### src/rtl/uart_alu_ctrl.sv
// Frame controller between uart_rx, the ALU and uart_tx: collects A, B, opcode, then sends the ALU result.
// Optional partial-frame inactivity abort is enabled with `define UART_ALU_TIMEOUT_EN.
module uart_alu_ctrl #(
  parameter int NB_DATA        = 8,
  parameter int NB_OP          = 6,
  parameter int TIMEOUT_CYCLES = 1000000,
  parameter int NB_TIMEOUT     = 20
) (
  input  logic               clk,
  input  logic               i_rst_n,
  input  logic [NB_DATA-1:0] i_rx_data,
  input  logic               i_rxdone,
  input  logic [NB_DATA-1:0] i_alu_result,
  input  logic               i_txdone,
  output logic [NB_DATA-1:0] o_data_a,
  output logic [NB_DATA-1:0] o_data_b,
  output logic [NB_OP-1:0]   o_op,
  output logic [NB_DATA-1:0] o_tx_data,
  output logic               o_tx_start,
  output logic               o_busy,
  output logic               o_overrun,
  output logic               o_timeout
);

  typedef enum logic [2:0] {
    S_WAIT_A,
    S_WAIT_B,
    S_WAIT_OP,
    S_EXEC,
    S_START_TX,
    S_WAIT_TX
  } state_t;

  state_t             state_q, state_d;
  logic [NB_DATA-1:0] data_a_q, data_a_d;
  logic [NB_DATA-1:0] data_b_q, data_b_d;
  logic [NB_OP-1:0]   op_q, op_d;
  logic [NB_DATA-1:0] tx_data_q, tx_data_d;
  logic               tx_start_q, tx_start_d;
  logic               overrun_q, overrun_d;
  logic               timeout_fire;

`ifdef UART_ALU_TIMEOUT_EN
  logic [NB_TIMEOUT-1:0] cnt_q, cnt_d;
  logic                  counting;

  assign counting     = (state_q == S_WAIT_B) || (state_q == S_WAIT_OP);
  // Any received byte restarts the count, and it also wins over a same-cycle expiry.
  assign timeout_fire = counting && !i_rxdone &&
                        (cnt_q == NB_TIMEOUT'(TIMEOUT_CYCLES - 1));

  always_comb begin
    cnt_d = '0;
    if (counting && !i_rxdone && !timeout_fire) begin
      cnt_d = cnt_q + 1'b1;
    end
  end

  always_ff @(posedge clk or negedge i_rst_n) begin
    if (!i_rst_n) begin
      cnt_q <= '0;
    end else begin
      cnt_q <= cnt_d;
    end
  end

  assign o_timeout = timeout_fire;
`else
  logic [NB_TIMEOUT-1:0] cfg_unused;

  assign cfg_unused   = NB_TIMEOUT'(TIMEOUT_CYCLES);
  assign timeout_fire = 1'b0;
  assign o_timeout    = 1'b0;
`endif

  always_comb begin
    state_d    = state_q;
    data_a_d   = data_a_q;
    data_b_d   = data_b_q;
    op_d       = op_q;
    tx_data_d  = tx_data_q;
    tx_start_d = 1'b0;
    overrun_d  = overrun_q;
    unique case (state_q)
      S_WAIT_A: begin
        if (i_rxdone) begin
          data_a_d = i_rx_data;
          state_d  = S_WAIT_B;
        end
      end
      S_WAIT_B: begin
        if (i_rxdone) begin
          data_b_d = i_rx_data;
          state_d  = S_WAIT_OP;
        end else if (timeout_fire) begin
          state_d = S_WAIT_A;
        end
      end
      S_WAIT_OP: begin
        if (i_rxdone) begin
          op_d    = i_rx_data[NB_OP-1:0];
          state_d = S_EXEC;
        end else if (timeout_fire) begin
          state_d = S_WAIT_A;
        end
      end
      // The ALU has seen the new opcode for a full cycle here, so capture its result
      // now; that makes o_tx_data valid in the same cycle as the start pulse.
      S_EXEC: begin
        tx_data_d  = i_alu_result;
        tx_start_d = 1'b1;
        state_d    = S_START_TX;
      end
      S_START_TX: begin
        state_d = S_WAIT_TX;
      end
      S_WAIT_TX: begin
        if (i_txdone) begin
          state_d = S_WAIT_A;
        end
      end
      default: begin
        state_d = S_WAIT_A;
      end
    endcase
    if (i_rxdone && ((state_q == S_EXEC) || (state_q == S_START_TX) || (state_q == S_WAIT_TX))) begin
      overrun_d = 1'b1;
    end
  end

  always_ff @(posedge clk or negedge i_rst_n) begin
    if (!i_rst_n) begin
      state_q    <= S_WAIT_A;
      data_a_q   <= '0;
      data_b_q   <= '0;
      op_q       <= '0;
      tx_data_q  <= '0;
      tx_start_q <= 1'b0;
      overrun_q  <= 1'b0;
    end else begin
      state_q    <= state_d;
      data_a_q   <= data_a_d;
      data_b_q   <= data_b_d;
      op_q       <= op_d;
      tx_data_q  <= tx_data_d;
      tx_start_q <= tx_start_d;
      overrun_q  <= overrun_d;
    end
  end

  assign o_data_a   = data_a_q;
  assign o_data_b   = data_b_q;
  assign o_op       = op_q;
  assign o_tx_data  = tx_data_q;
  assign o_tx_start = tx_start_q;
  assign o_busy     = (state_q != S_WAIT_A);
  assign o_overrun  = overrun_q;

endmodule

### config.mk
export PLATFORM = sky130hd
export DESIGN_NAME = uart_alu_ctrl
export DESIGN_NICKNAME = d
export VERILOG_FILES = /design/src/rtl/uart_alu_ctrl.sv
export SDC_FILE = /design/constraint.sdc
export NUM_CORES = 1
export LEC_CHECK = 0
export CAP_MARGIN = 10
export CORE_MARGIN = 3
export CORE_UTILIZATION = 44
export CTS_BUF_LIST = sky130_fd_sc_hd__clkbuf_4
export DETAILED_ROUTE_END_ITERATION = 12
export PLACE_DENSITY = 0.81
export RECOVER_POWER = 25
export SYNTH_ARGS = -nofsm -noshare
export SYNTH_HDL_FRONTEND = slang
export SYNTH_SLANG_ARGS = --single-unit
### constraint.sdc
create_clock -name clk -period 2.01 [get_ports clk]
set_input_delay 0.402 -clock clk [delete_from_list [all_inputs] [get_ports clk]]
set_output_delay 0.402 -clock clk [all_outputs]
set_load 0.05 [all_outputs]
==> impl_results.md, run 1 <==
* Multiplexer share of the synthesized area at 24.4%
* Tmin final at ~1.9 ns
* Crit path DAT at around 1.5 ns
* Status: finished clean
* IO Pins at between 50 and 60
* Clock edge transition at the registers on the reported setup and hold paths at around 0.10 ns
* Avg Vias per Cell at approximately 4.7
* Setup Buffers After CTS at 0
* 1st-iter DRT viols at 7
* Crit path kind: reg2out
* H-tree Lvls at 2
* CTS tree: yes
* Slew @ Worst Pin at approximately 0.83 ns
* Commonest cells in the netlist: dfrtp_1, mux2_2, buf_2
* Initial Utilization at about half
* Detailed placement HPWL at 2.17 mm
* Worst-path maximum fanout at 2
* Final std cells w/o fill at 190
* Max Root-Sink Buffers at 2
* Post-synthesis cell type count at 20
* Register area at 876 um^2
* Worst EP required at around 1.6 ns
* First-pass GRT wire length at 4.54 mm
* Seq cells post-synth at 35
* Syn Inst Count at 89
* Final Skew at around 0.0056 ns
* Post-route design area at about 2000 um^2
* Slew Viols, Final at 0
* Area of the die at approximately 3900 um^2
* Share of post-route cells with drive strength above 1 at a little over 30%
* Most common cell in the netlist: dfrtp_1
* Slew margin rel. at 44.8%
* Width of the die at 62.1 um
* Vias at about 900
* Final hold vios at 0
* Final Setup Violations at 0
* Syn_area_per_cell at around 16 um^2
* Row Count at 19
* Area grow syn2layout at 46.1%
* Post-Syn Area at between 1000 and 1500 um^2
* Post-synth EDFFs at 0
* Fin crit share at between 90% and 100%
* Area of the multi-input gates at slightly below 500 um^2
* Worst path max stage delay at 0.82 ns
* Clock latency on the worst-skew pair at between 0.3 and 0.4 ns
* Most Crowded Layer GR: met2
* Inst Count DP at approximately 180
* Clock Sinks at 35
* Ant diodes at 0
* Final #Nets at roughly 170
* Crit. End Element: output pin
* Largest cells by area after synthesis: dfrtp_1, mux2_2, nor3b_4, nor3_4, buf_2
* Grt ovf at 0
* Largest family of logic cells by synthesized area: multiplexers
* CTS buffer count at 5
* CP top delay family: buffers and inverters
* Synth Area in Simple Gates at around 8.5%
* Port-buffer cells at 52
* Antenna violations before repair at 0
* GR met2 Demand/Resource at 27.7%
* Root buf cell: clkbuf_4
* Residual DRC count at 0
* GP Congestion at around 0.67
* DR pass1 iterations at 4
* WL/cell at approximately 15 um
* YS warnings at 0
* Top cell type's share of synthesized area at between 60% and 70%
* Worst path buffer plus inverter count at 1
* GR Layer Usage met1 at between 20% and 30%
* XOR/XNOR Fraction of Synth Area at 0%
* Synth Area in Compound Gates at under 10%
* Class of the worst hold path: reg2reg
* Area leader, netlist: dfrtp_1
* Post-Syn Nets at 109
* Sequential fraction of the synthesis area at a little over three fifths
* Instance area after placement at 1970 um^2
* Filler cells at 209
* Met3 Use GR at roughly 5.0%
* Ys async rst share at 100%
* Critical Path Source Type: flip-flop
* Top FF cell, synth: dfrtp_1
* Max-cap viol count at 0
* Vias in the first global route at approximately 960
* Antenna-violating nets left at 0
* Vert. Die Dim at 62.1 um
* Largest net degree at the start of global routing at 36
* Cts hold-fix bufs at 0
* Critical path, cell by cell: clkdlybuf4s50_1
* Post-Synth Adder-Cell Area at 0%
* Setup tns final at 0 ns
* Slowest cell on the critical path: clkdlybuf4s50_1
* RSZ-0062 raised after global routing: false
* Core area at around 2900 um^2
* CTS resizes at 0
* WL final at roughly 2.8 mm
* Max Freq at 526 MHz
* Gr usage total at about 17%
## layout by cell type (no fill, tap or decap), drive strengths merged, types with 2 or more instances in the layout
master,Yosys,final
buf,4,3
nor2,2,2
a21oi,2,2
clkdlybuf4s50,0,50
nand3b,2,2
dfrtp,35,35
mux2,30,30
clkbuf,0,7
nand2b,3,3
or3,2,2
## state kept, by name, indices dropped and copies added (netlist names)
register,flops
o_data_a,8
o_data_b,8
o_tx_data,8
o_op,6
state_q,3
o_overrun,1
o_tx_start,1
## through the flow
step / hold slack (ns) / utilization (%) / setup slack (ns)
final: 0.464 / 70.3 / 0.107
after global routing: 0.496 / 70.3 / 0.0239
after floorplan: 0.106 / - / 0.527
after CTS: 0.467 / 70.4 / 0.0805
after global placement: 0.440 / 68.4 / 0.0989
after detailed placement: 0.443 / 68.4 / 0.0474
## kinds of logic (layout without fill, tap and decap cells)
group                  after synthesis  in the layout
AOI/OAI and AO/OA                    4              4
buffers and inverters                5             64
DFF                                 35             35
muxes                               30             30
other                                1              1
and+or+nand+nor                     14             14
## path summary, 6_finish.rpt
path	start	to	slack, ns	cells past startpoint
min in group asynchronous	i_rst_n	o_tx_data[7]	0.70	2
max in group asynchronous	i_rst_n	o_overrun	0.79	2
worst max register to register	state_q[2]	o_data_b[3]	0.48	3
worst min-delay path	o_overrun	o_overrun	0.46	1
worst min register to register	o_overrun	o_overrun	0.46	1
worst max-delay path	o_data_a[4]	o_data_a[4]	0.11	1
## per-layer routing
layer	part of all wire [%]	up-vias	wire [um]
met5	0	-	0
met4	1.2	0	33
met3	3.6	2	100
met2	57	20	1590
met1	39	443	1080
li1	-	425	-
## cell type report
| cell class | count | area share (%) |
|---|---|---|
| well taps | 42 | 2.60 |
| inverters | 1 | 0.186 |
| repair buffers | 55 | 27.2 |
| clock buffers | 6 | 2.23 |
| clock inverters | 2 | 0.619 |
| flip-flops and latches | 35 | 43.3 |
| multi-input cells | 49 | 23.8 |
## worst reg2reg max path, cell delays in order, from the launching register on
cell      delay, ns
dfrtp_1        0.44
nand2b_4       0.20
nor3b_4        0.41
mux2_2         0.39
Power of run 1 is not shown: default switching activity piles up to over one toggle a cycle in this logic, so the estimate is an artifact.
==> inputs of run 2 (changes only) <==
CORE_MARGIN = 5   (was 3)
==> impl_results.md, run 2 (synthesis results as in run 1) <==
* Status: finished clean
* Vias in the first global route at between 1000 and 1500
* Detailed placement HPWL at roughly 2.3 mm
* Slowest cell on the critical path: clkdlybuf4s50_1
* RSZ-0062 raised after global routing: false
* Critical Path Source Type: flip-flop
* Ant diodes at 0
* Antenna violations before repair at 0
* Fin crit share at 96.3%
* H-tree Lvls at 2
* Worst-path maximum fanout at 2
* Tmin final at between 1.5 and 2 ns
* Slew Viols, Final at 0
* Critical path, cell by cell: clkdlybuf4s50_1
* Most common cell after layout, fill and taps aside: clkdlybuf4s50_1
* Root buf cell: clkbuf_4
* Max-cap viol count at 0
* Worst path buffer plus inverter count at 1
* First-pass GRT wire length at a little under 5 mm
* Max Freq at 517 MHz
* Final Skew at ~0.0064 ns
* Final #Nets at about 170
* GP Congestion at around 0.72
* Setup tns final at 0 ns
* IO Pins at 54
* CP top delay family: buffers and inverters
* Clock edge transition at the registers on the reported setup and hold paths at ~0.11 ns
* Crit. End Element: output pin
* Largest net degree at the start of global routing at 36
* Setup Buffers After CTS at 0
* Slew @ Worst Pin at approximately 0.84 ns
* Crit path DAT at about 1.5 ns
* Crit path kind: reg2out
* Worst path max stage delay at about 0.8 ns
* CTS resizes at 0
* Gr usage total at between 10% and 20%
* Max Root-Sink Buffers at 2
* Initial Utilization at 45.7%
* Antenna-violating nets left at 0
* Cts hold-fix bufs at 0
* Port-buffer cells at between 50 and 60
* Width of the die at between 60 and 70 um
* WL/cell at 15.5 um
* Area of the die at approximately 4400 um^2
* Area grow syn2layout at 45.4%
* WL final at about 3.0 mm
* CTS tree: yes
* Setup WS pre-CTS at 0.0293 ns
* Vert. Die Dim at between 60 and 70 um
* R2r setup slk at between 0.4 and 0.5 ns
* Row Count at 20
* DR pass1 iterations at 4
* Final Setup Violations at 0
* 1st-iter DRT viols at 21
* CTS buffer count at 5
* Clock Sinks at 35
* Residual DRC count at 0
* Vias at between 900 and 1000
* Class of the worst hold path: reg2reg
* Worst EP required at ~1.6 ns
* Avg Vias per Cell at ~4.8
* Most frequent cells in the layout: clkdlybuf4s50_1, dfrtp_1, mux2_2
* Slew margin rel. at ~44%
* Worst Slack Setup Final at ~0.075 ns
* Clock latency on the worst-skew pair at 0.34 ns
* Share of post-route cells with drive strength above 1 at a little under a third
* Final hold vios at 0
* Grt ovf at 0
* Core area at 3030 um^2
[run 2: cell count changes in the layout (fill, tap and decap cells not counted)]
cell,delta
buf_12,-1
buf_4,+1
[run 2: routing by layer]
metal	vias to the layer above	wire length [um]	track usage, %
li1	423	-	-
met1	473	1150	17.2
met2	21	1660	27.0
met3	7	118	4.25
met4	0	47	6.09
met5	-	0	0
[run 2: final cells by class]
type / count / area, um^2
fillers: 229 / 1020
flip-flops and latches: 35 / 876
repair buffers: 55 / 538
multi-input cells: 49 / 482
well taps: 44 / 55.1
clock buffers: 6 / 45.0
clock inverters: 2 / 12.5
inverters: 1 / 3.75
[run 2: worst paths after layout]
path / startpoint / cells after the start / to
max: o_data_b[1] / 1 / o_data_b[1]
max reg2reg: state_q[1] / 2 / o_tx_data[5]
max in group asynchronous: i_rst_n / 2 / o_tx_data[1]
min in group asynchronous: i_rst_n / 2 / o_op[0]
min: o_overrun / 1 / o_overrun
min reg2reg: o_overrun / 1 / o_overrun
[run 2: per-stage QoR]
stage,util [%],hold slack (ns),instance area (um^2),instances
floorplan,-,0.106,1380,89
global placement,64.6,0.439,1960,184
detailed placement,64.6,0.448,1960,184
CTS,66.5,0.471,2010,192
global route,66.4,0.493,2010,192
finish,66.4,0.466,2010,192
Power of run 2 is left out for the same reason.
==> inputs of run 3 (changes only) <==
CORE_UTILIZATION = 27   (was 44)
PLACE_DENSITY = unset   (was 0.81)
PLACE_DENSITY_LB_ADDON = 0.25   (was unset)
clock period = 2.2 ns   (was 2.01 ns; I/O delays follow)
==> impl_results.md, run 3 (synthesis results as in run 1) <==
* Core area at around 5000 um^2
* Detailed placement HPWL at ~2.4 mm
* Most frequent cells in the layout: clkdlybuf4s50_1, dfrtp_1, mux2_2
* Worst path max stage delay at about 0.8 ns
* Most Crowded Layer GR: met2
* CTS tree: yes
* Clock latency on the worst-skew pair at roughly 0.32 ns
* Crit path DAT at 1.52 ns
* Max Freq at a little over 500 MHz
* Residual DRC count at 0
* Tmin final at about 2.0 ns
* Worst path buffer plus inverter count at 1
* Share of post-route cells with drive strength above 1 at between 30% and 40%
* Register area at between 800 and 900 um^2
* Initial Utilization at 27.4%
* Clock edge transition at the registers on the reported setup and hold paths at approximately 0.1 ns
* Largest net degree at the start of global routing at 36
* WL final at 3.16 mm
* CTS buffer count at 5
* Slew Viols, Final at 0
* Vias at ~910
* GP Congestion at ~0.7
* Final Setup Violations at 0
* WL/cell at ~14 um
* Antenna violations before repair at 0
* Root buf cell: clkbuf_4
* CP top delay family: buffers and inverters
* Slew margin rel. at 41.9%
* Width of the die at 81.6 um
* GR Layer Usage met1 at 10.9%
* Slew @ Worst Pin at slightly below 0.9 ns
* IO Pins at 54
* Status: finished clean
* Max-cap viol count at 0
* Area of the multi-input gates at 482 um^2
* Class of the worst hold path: reg2reg
* Area of the die at 6660 um^2
* Fin crit share at between 80% and 90%
* Final Skew at roughly 0.011 ns
* Filler cells at 480
* Final hold vios at 0
* Setup tns final at 0 ns
* Crit path kind: reg2out
* Port-buffer cells at between 50 and 60
* GR met2 Demand/Resource at 18.5%
* Max Root-Sink Buffers at 2
* Row Count at 26
* Antenna-violating nets left at 0
* 1st-iter DRT viols at 36
* Clock Sinks at 35
* Cts hold-fix bufs at 0
* Setup Buffers After CTS at 0
* First-pass GRT wire length at slightly above 5 mm
* Crit. End Element: output pin
* Gr usage total at 10.4%
* Final #Nets at 167
* Ant diodes at 0
* Area grow syn2layout at 47.7%
* Critical path, cell by cell: clkdlybuf4s50_1
* RSZ-0062 raised after global routing: false
* Avg Vias per Cell at 4.17
* H-tree Lvls at 2
* Vias in the first global route at 994
* Met3 Use GR at about 4.2%
* Worst-path maximum fanout at 2
* Critical Path Source Type: flip-flop
* WHS at 0.472 ns
* Most common cell after layout, fill and taps aside: clkdlybuf4s50_1
* Vert. Die Dim at approximately 82 um
* CTS resizes at 0
* Slowest cell on the critical path: clkdlybuf4s50_1
* Grt ovf at 0
* DR pass1 iterations at 4
* Worst EP required at around 1.8 ns
## run 3: cell types whose count changed in the layout (fill, tap and decap cells not counted)
| cell | change |
|---|---|
| clkinvlp_4 | -1 |
| clkbuf_4 | +1 |
## run 3: layout make-up
| cell class | instances | area share [%] |
|---|---|---|
| clock buffers | 7 | 2.57 |
| inverters | 1 | 0.184 |
| flip-flops and latches | 35 | 42.8 |
| multi-input cells | 49 | 23.6 |
| clock inverters | 1 | 0.245 |
| repair buffers | 55 | 26.3 |
| well taps | 70 | 4.28 |
## run 3: worst reg2reg max path: cells and delay by family (launching register included)
kind | cells | cell delay [ns]
flops | 1 | 0.56
simple gates | 2 | 0.47
mux | 1 | 0.39
## run 3: worst paths after layout
check                      slack (ns)           to        start  cells past startpoint
setup / recovery                 0.24  o_data_b[1]  o_data_b[1]                      1
hold / removal                   0.47    o_overrun    o_overrun                      1
setup reg to reg                 0.66      o_op[5]   state_q[1]                      3
hold reg to reg                  0.47    o_overrun    o_overrun                      1
max in group asynchronous        0.89      o_op[5]      i_rst_n                      2
min in group asynchronous        0.75   o_tx_start      i_rst_n                      2
## run 3: metrics by stage
stage | setup slack, ns | utilization (%) | cell area [um^2] | std cells
2_1_floorplan | 0.679 | - | 1380 | 89
3_3_place_gp | 0.200 | 39.5 | 1990 | 210
3_5_place_dp | 0.174 | 39.5 | 1990 | 210
4_1_cts | 0.209 | 40.6 | 2050 | 218
5_1_grt | 0.168 | 40.5 | 2040 | 218
6_report | 0.240 | 40.5 | 2040 | 218
## run 3: routing by layer
metal	routed length, um	vias to the layer above
li1	-	427
met1	1170	452
met2	1760	25
met3	182	4
met4	47	0
met5	0	-
Power of run 3 is left out for the same reason.
